===== config.mk =====
export PLATFORM = sky130hd
export DESIGN_NAME = pipelined_addsub_flat
export DESIGN_NICKNAME = d
export VERILOG_FILES = /design/src/rtl/pipelined_addsub_pkg.sv /design/src/rtl/pipelined_addsub_if.sv /design/src/rtl/pipelined_addsub_segment.sv /design/src/rtl/pipelined_addsub.sv /design/src/flat_wrapper.sv
export SDC_FILE = /design/constraint.sdc
export NUM_CORES = 1
export LEC_CHECK = 0
export CAP_MARGIN = 20
export CORE_AREA = 10 10 134 136
export CTS_CLUSTER_SIZE = 40
export DETAILED_ROUTE_END_ITERATION = 12
export DIE_AREA = 0 0 144 146
export PLACE_DENSITY = 0.74
export SLEW_MARGIN = 30
export SYNTH_ARGS = -nofsm -noshare
export SYNTH_HDL_FRONTEND = slang
export SYNTH_SLANG_ARGS = --single-unit

===== constraint.sdc =====
create_clock -name clk -period 5.12 [get_ports clk]
set_input_delay 1.024 -clock clk [delete_from_list [all_inputs] [get_ports clk]]
set_output_delay 1.024 -clock clk [all_outputs]
set_load 0.01 [all_outputs]

===== src/rtl/pipelined_addsub_pkg.sv =====
// Shared arithmetic definitions for the K-means datapath: default widths,
// op encoding and signed range limits.
package kmeans_arith_pkg;

    localparam int DEFAULT_WIDTH = 32;
    localparam int DEFAULT_SEG   = 8;
    localparam int LIMIT_W       = 64;

    localparam logic OP_ADD = 1'b0;
    localparam logic OP_SUB = 1'b1;

    // Most negative (neg=1) or most positive (neg=0) two's-complement value of
    // the given width, sign-extended to LIMIT_W bits.
    function automatic logic signed [LIMIT_W-1:0] signed_limit(input int width, input logic neg);
        logic signed [LIMIT_W-1:0] min_v;
        min_v = -(64'sd1 <<< (width - 1));
        return neg ? min_v : ~min_v;
    endfunction

endpackage


===== src/rtl/pipelined_addsub_if.sv =====
// Operand/result valid-ready bundle for pipelined_addsub.
interface pipelined_addsub_if
    import kmeans_arith_pkg::*;
#(
    parameter int WIDTH = DEFAULT_WIDTH
);
    logic             in_valid;
    logic             in_ready;
    logic [WIDTH-1:0] in_a;
    logic [WIDTH-1:0] in_b;
    logic             in_sub;
    logic             out_valid;
    logic             out_ready;
    logic [WIDTH-1:0] out_sum;
    logic             out_cout;
    logic             out_ovf;

    modport slave (
        input  in_valid, in_a, in_b, in_sub, out_ready,
        output in_ready, out_valid, out_sum, out_cout, out_ovf
    );

    modport master (
        output in_valid, in_a, in_b, in_sub, out_ready,
        input  in_ready, out_valid, out_sum, out_cout, out_ovf
    );
endinterface


===== src/rtl/pipelined_addsub_segment.sv =====
// Combinational SEG-bit slice adder; c_msb is the carry into the slice MSB,
// needed for signed overflow when this slice holds the word MSB.
module addsub_segment #(
    parameter int SEG = 8
) (
    input  logic [SEG-1:0] a,
    input  logic [SEG-1:0] b,
    input  logic           cin,
    output logic [SEG-1:0] sum,
    output logic           cout,
    output logic           c_msb
);
    logic [SEG:0] full;

    assign full  = {1'b0, a} + {1'b0, b} + {{SEG{1'b0}}, cin};
    assign sum   = full[SEG-1:0];
    assign cout  = full[SEG];
    assign c_msb = full[SEG-1] ^ a[SEG-1] ^ b[SEG-1];
endmodule


===== src/rtl/pipelined_addsub.sv =====
// Pipelined add/subtract, one SEG-bit carry segment per stage, valid/ready on both sides.
// Optional clamp on signed overflow: define PIPELINED_ADDSUB_SATURATE_EN.
module pipelined_addsub
    import kmeans_arith_pkg::*;
#(
    parameter int WIDTH = DEFAULT_WIDTH,
    parameter int SEG   = DEFAULT_SEG
) (
    input logic clk,
    input logic rst_n,
    pipelined_addsub_if.slave io
);
    localparam int STAGES = WIDTH / SEG;
    localparam int L      = STAGES - 1;

`ifdef PIPELINED_ADDSUB_SATURATE_EN
    localparam logic signed [WIDTH-1:0] SAT_MAX = WIDTH'(signed_limit(WIDTH, 1'b0));
    localparam logic signed [WIDTH-1:0] SAT_MIN = WIDTH'(signed_limit(WIDTH, 1'b1));
`endif

    logic [SEG-1:0]   seg_a    [STAGES];
    logic [SEG-1:0]   seg_b    [STAGES];
    logic [SEG-1:0]   seg_sum  [STAGES];
    logic             seg_cin  [STAGES];
    logic             seg_cout [STAGES];
    logic             seg_cmsb [STAGES];

    logic [WIDTH-1:0] a_d   [STAGES];
    logic [WIDTH-1:0] a_q   [STAGES];
    logic [WIDTH-1:0] b_d   [STAGES];
    logic [WIDTH-1:0] b_q   [STAGES];
    logic [WIDTH-1:0] s_d   [STAGES];
    logic [WIDTH-1:0] s_q   [STAGES];
    logic             c_d   [STAGES];
    logic             c_q   [STAGES];
    logic             ovf_d [STAGES];
    logic             ovf_q [STAGES];
    logic             vld_d [STAGES];
    logic             vld_q [STAGES];

    logic             stall;
    logic             in_fire;
    logic [WIDTH-1:0] b_eff;

    assign stall        = vld_q[L] && !io.out_ready;
    assign io.in_ready  = !stall;
    assign in_fire      = io.in_valid && !stall;
    assign b_eff        = (io.in_sub == OP_SUB) ? ~io.in_b : io.in_b;

    assign io.out_valid = vld_q[L];
    assign io.out_sum   = s_q[L];
    assign io.out_cout  = c_q[L];
    assign io.out_ovf   = ovf_q[L];

    // Stage k adds slice k of the skewed operands with the carry registered by stage k-1
    for (genvar k = 0; k < STAGES; k++) begin : g_seg
        if (k == 0) begin : g_first
            assign seg_a[k]   = io.in_a[SEG-1:0];
            assign seg_b[k]   = b_eff[SEG-1:0];
            assign seg_cin[k] = io.in_sub;
        end else begin : g_rest
            assign seg_a[k]   = a_q[k-1][k*SEG +: SEG];
            assign seg_b[k]   = b_q[k-1][k*SEG +: SEG];
            assign seg_cin[k] = c_q[k-1];
        end

        addsub_segment #(.SEG(SEG)) u_seg (
            .a     (seg_a[k]),
            .b     (seg_b[k]),
            .cin   (seg_cin[k]),
            .sum   (seg_sum[k]),
            .cout  (seg_cout[k]),
            .c_msb (seg_cmsb[k])
        );
    end

    always_comb begin
        a_d[0]   = io.in_a;
        b_d[0]   = b_eff;
        s_d[0]   = '0;
        vld_d[0] = in_fire;
        for (int k = 1; k < STAGES; k++) begin
            a_d[k]   = a_q[k-1];
            b_d[k]   = b_q[k-1];
            s_d[k]   = s_q[k-1];
            vld_d[k] = vld_q[k-1];
        end
        for (int k = 0; k < STAGES; k++) begin
            s_d[k][k*SEG +: SEG] = seg_sum[k];
            c_d[k]               = seg_cout[k];
            ovf_d[k]             = seg_cout[k] ^ seg_cmsb[k];
        end
`ifdef PIPELINED_ADDSUB_SATURATE_EN
        // On overflow both operands share the sign of A, which is the true result's sign
        if (ovf_d[L]) begin
            s_d[L] = seg_a[L][SEG-1] ? SAT_MIN : SAT_MAX;
        end
`endif
    end

    // Stage boundary: every register advances together unless the output is stalled
    always_ff @(posedge clk) begin
        if (!rst_n) begin
            for (int k = 0; k < STAGES; k++) begin
                vld_q[k] <= 1'b0;
            end
            s_q[L]   <= '0;
            c_q[L]   <= 1'b0;
            ovf_q[L] <= 1'b0;
        end else if (!stall) begin
            for (int k = 0; k < STAGES; k++) begin
                vld_q[k] <= vld_d[k];
                a_q[k]   <= a_d[k];
                b_q[k]   <= b_d[k];
                s_q[k]   <= s_d[k];
                c_q[k]   <= c_d[k];
                ovf_q[k] <= ovf_d[k];
            end
        end
    end
endmodule


===== src/flat_wrapper.sv =====
// flat-port wrapper written by rule: the top's interface ports become plain ports
module pipelined_addsub_flat import kmeans_arith_pkg::*;
#(
    parameter int WIDTH = DEFAULT_WIDTH,
    parameter int SEG   = DEFAULT_SEG
)
  (clk, rst_n, io_in_valid, io_in_a, io_in_b, io_in_sub, io_out_ready, io_in_ready, io_out_valid, io_out_sum, io_out_cout, io_out_ovf);
  pipelined_addsub_if #(.WIDTH(WIDTH)) io_i ();
  input logic clk;
  input logic rst_n;
  input wire logic [$bits(io_i.in_valid)-1:0] io_in_valid;
  input wire logic [$bits(io_i.in_a)-1:0] io_in_a;
  input wire logic [$bits(io_i.in_b)-1:0] io_in_b;
  input wire logic [$bits(io_i.in_sub)-1:0] io_in_sub;
  input wire logic [$bits(io_i.out_ready)-1:0] io_out_ready;
  output wire logic [$bits(io_i.in_ready)-1:0] io_in_ready;
  output wire logic [$bits(io_i.out_valid)-1:0] io_out_valid;
  output wire logic [$bits(io_i.out_sum)-1:0] io_out_sum;
  output wire logic [$bits(io_i.out_cout)-1:0] io_out_cout;
  output wire logic [$bits(io_i.out_ovf)-1:0] io_out_ovf;
  assign io_i.in_valid = io_in_valid;
  assign io_i.in_a = io_in_a;
  assign io_i.in_b = io_in_b;
  assign io_i.in_sub = io_in_sub;
  assign io_i.out_ready = io_out_ready;
  assign io_in_ready = io_i.in_ready;
  assign io_out_valid = io_i.out_valid;
  assign io_out_sum = io_i.out_sum;
  assign io_out_cout = io_i.out_cout;
  assign io_out_ovf = io_i.out_ovf;
  pipelined_addsub #(.WIDTH(WIDTH), .SEG(SEG)) u_core (.clk(clk), .rst_n(rst_n), .io(io_i));
endmodule

==> summary.md <==
| Metric | Value |
|---|---|
| Synth Register Bits | 185 |
| Postcts setup bufs | 0 |
| HPWL after detailed placement | between 8 and 9 mm |
| Crit path largest cell delay | 0.59 ns |
| HP Class | reg2reg |
| Nets | around 650 |
| Period utilization | 0.7219 |
| Layout area overhead | 26.09% |
| Unique masters post-synth | 32 |
| Critical path fanouts, max | 26 |
| FF-to-FF Start | u_core.b_q[2][24] |
| Placed cell area | 8611 um2 |
| Status | complete, no violations |
| Fmax | roughly 270 MHz |
| Sum of buffers and inverters on the critical path | 3 |
| Max VDD drop | between 200 and 250 uV |
| Clock tree buffer depth | 2 |
| Residual DRC | 0 |
| Worst-Skew Late Latency | 0.43 ns |
| Async S/R FF share, synth | 0 |
| Crit path launch type | input port |
| Row cnt | 46 |
| Die Footprint | roughly 21,000 um2 |
| EDFF count, synth | 182 |
| Setup Viol. Count Final | 0 |
| Global-route wire length before repair | a little under 20 mm |
| Synth Net Count | about 530 |
| Critical-path top delay cell | clkdlybuf4s50_1 |
| Top cell family by delay on the critical path | buffers and inverters |
| Layout cell share with drive strength beyond 1 | 0.07040 |
| Critical Path Most Common Cell | clkdlybuf4s50_1 |
| CP Cell Sequence | clkdlybuf4s50_1 -> nand2b_1 -> buf_4 -> clkdlybuf4s50_1 |
| Design area | 9240 um2 |
| Most common library cell in the layout ignoring fill and taps | edfxtp_1 |
| Crit path time final | 3.696 ns |
| Syn Std Cell Area | about 7300 um2 |
| Synth warn | 0 |
| Leak pwr | around 3.5 nW |
| Area share of the largest cell type after synthesis | 0.7458 |
| Number of antenna violations at the first check in global routing | 0 |
| Critical path required time | 4.10 ns |
| Wirelength per Cell | between 15 and 20 um |
| Maxcap violations | 0 |
| CTS H-tree depth | 4 |
| Power Density | a little under 400 nW/um2 |
| CTS tree | built |
| Avg Cell Area, Syn | about 17 um2 |
| DR pass1 iterations | 4 |
| Max_slew headroom | 0.3779 |
| CTS Root Cell | clkbuf_16 |
| DR iter-0 viols | between 200 and 300 |
| Port Buffers | between 100 and 150 |
| Diodes inserted | 0 |
| Post-DR vias/cell | roughly 5 |
| Ys flop type | edfxtp_1 |
| Worst setup EP type | primary output |
| Hold Slack | between 0.4 and 0.5 ns |
| Num CTS Buffers | 17 |
| Overall power | 3.655 mW |
| Largest area contributor in the netlist | edfxtp_1 |
| CORE AREA | 15,480 um2 |
| Clock-pin slew on the worst setup and hold paths | roughly 0.060 ns |
| Hold-fix buffers at CTS | 0 |
| Gr ovfl total | 0 |
| Total negative slack | 0 ns |
| Crit path arrival time | roughly 2.7 ns |
| Post-CTS sizing | 0 |
| Remaining antenna violation count after routing | 0 |
| Fin. max-slew vios | 0 |
| Register area share after synthesis | 0.7540 |
| Multi-input gate area in the final layout | 1702 um2 |
| Clock sinks | 185 |
| GRT Overall Usage | 0.1216 |
| Io pins | 105 |
| RSZ-0062 raised after global routing | no |
| Register area | around 5500 um2 |
| Post-Route WL | 12.34 mm |
| Hold Violations, Final | 0 |
| Synth area leaders | edfxtp_1, ha_1, xor2_1 |
| Mapped Cells | roughly 430 |
| Most frequent cells in the layout | edfxtp_1, clkdlybuf4s50_1, xor2_1 |
| # fillers | approximately 1,100 |
| Pin count of the biggest net entering global routing | 75 |
| Initial core utilization | 0.4733 |
| Critical Path Start | io_out_ready |
| Die Y | between 100 and 150 um |
| Vias in the first global route | 4,047 |
| Worst Tran Pin Value | just over 0.9 ns |
| HP Start | u_core.b_q[0][20] |
| Category of the most critical setup path | in2out |
| Vias post-DR | 3,740 |
| Die width | roughly 140 um |
| Routability Congestion | 0.7941 |
| Worst Clk Skew | 0.006298 ns |
-- kinds of logic after synthesis --
family,after synthesis,share of synthesized area
compound gates,48,0.04098
fa+ha+maj,35,0.06693
xor+xnor,54,0.06454
mux,4,0.006146
simple gates,75,0.05361
buf+inv,24,0.01383
flops,185,0.7540
-- routing by layer --
metal / wire length [um] / track usage / vias up
li1: - / - / 1812
met5: 0 / 0 / -
met1: 4880 / 0.1271 / 1793
met3: 729 / 0.04210 / 29
met2: 6352 / 0.2085 / 106
met4: 378 / 0.06486 / 0
-- stage by stage --
step / setup WS [ns] / cells / utilization
final: 1.424 / 746 / 0.5968
after global placement: 1.402 / 714 / 0.5562
after detailed placement: 1.278 / 714 / 0.5562
after global routing: 1.342 / 746 / 0.5968
after floorplan: 0.7672 / 425 / -
after CTS: 1.415 / 746 / 0.5968
-- sequential cells by signal (all words and copies together), names as in the netlist --
signal	cells
u_core.s_q	80
u_core.a_q	48
u_core.b_q	48
u_core.c_q	4
u_core.vld_q	4
u_core.ovf_q	1
-- power breakdown --
part           switching, mW  internal [mW]  total (mW)  leakage (nW)
clock                  0.515          0.857        1.37         0.311
combinational          0.192          0.209       0.401          1.34
sequential            0.0406           1.84        1.88          1.87
total                  0.748           2.91        3.65          3.52
-- final timing paths --
check | endpoint | slack, ns | cells after the start
worst max-delay path | io_in_ready | 1.42 | 4
worst max register to register | u_core.ovf_q[3] | 2.41 | 8
worst min register to register | u_core.b_q[1][20] | 0.42 | 0
worst min-delay path | u_core.b_q[1][20] | 0.42 | 0
-- synth_stat cells (all sizes together) (2+ instances only) --
| cell type | number |
|---|---|
| edfxtp | 182 |
| xor2 | 39 |
| ha | 28 |
| and3 | 27 |
| nor2 | 17 |
| xnor2 | 15 |
| a21oi | 14 |
| inv | 13 |
| o21ai | 13 |
| nand2 | 11 |
| clkbuf | 7 |
| fa | 7 |
| a21o | 6 |
| nand2b | 6 |
| nor2b | 6 |
| nor3 | 6 |
| a211oi | 4 |
| buf | 4 |
| o21a | 4 |
| dfxtp | 3 |
| mux2i | 3 |
| o211ai | 2 |
| o21bai | 2 |
-- worst register-to-register path, delay by kind of cell (launching register included) --
kind | cells | cell delay [ns]
adder cells (fa/ha/maj) | 2 | 1.00
AO/OA/AOI/OAI | 3 | 0.69
flip-flops | 1 | 0.39
XOR/XNOR | 2 | 0.32
AND/OR/NAND/NOR | 1 | 0.05
-- layout make-up --
cell class,count,area share
Timing Repair Buffer,108,0.1181
Multi-Input combinational cell,216,0.1842
Clock inverter,15,0.02207
Tap cell,192,0.02600
Inverter,13,0.005687
Clock buffer,17,0.04604
Sequential cell,185,0.5980
(Power assumes the default switching activity.)
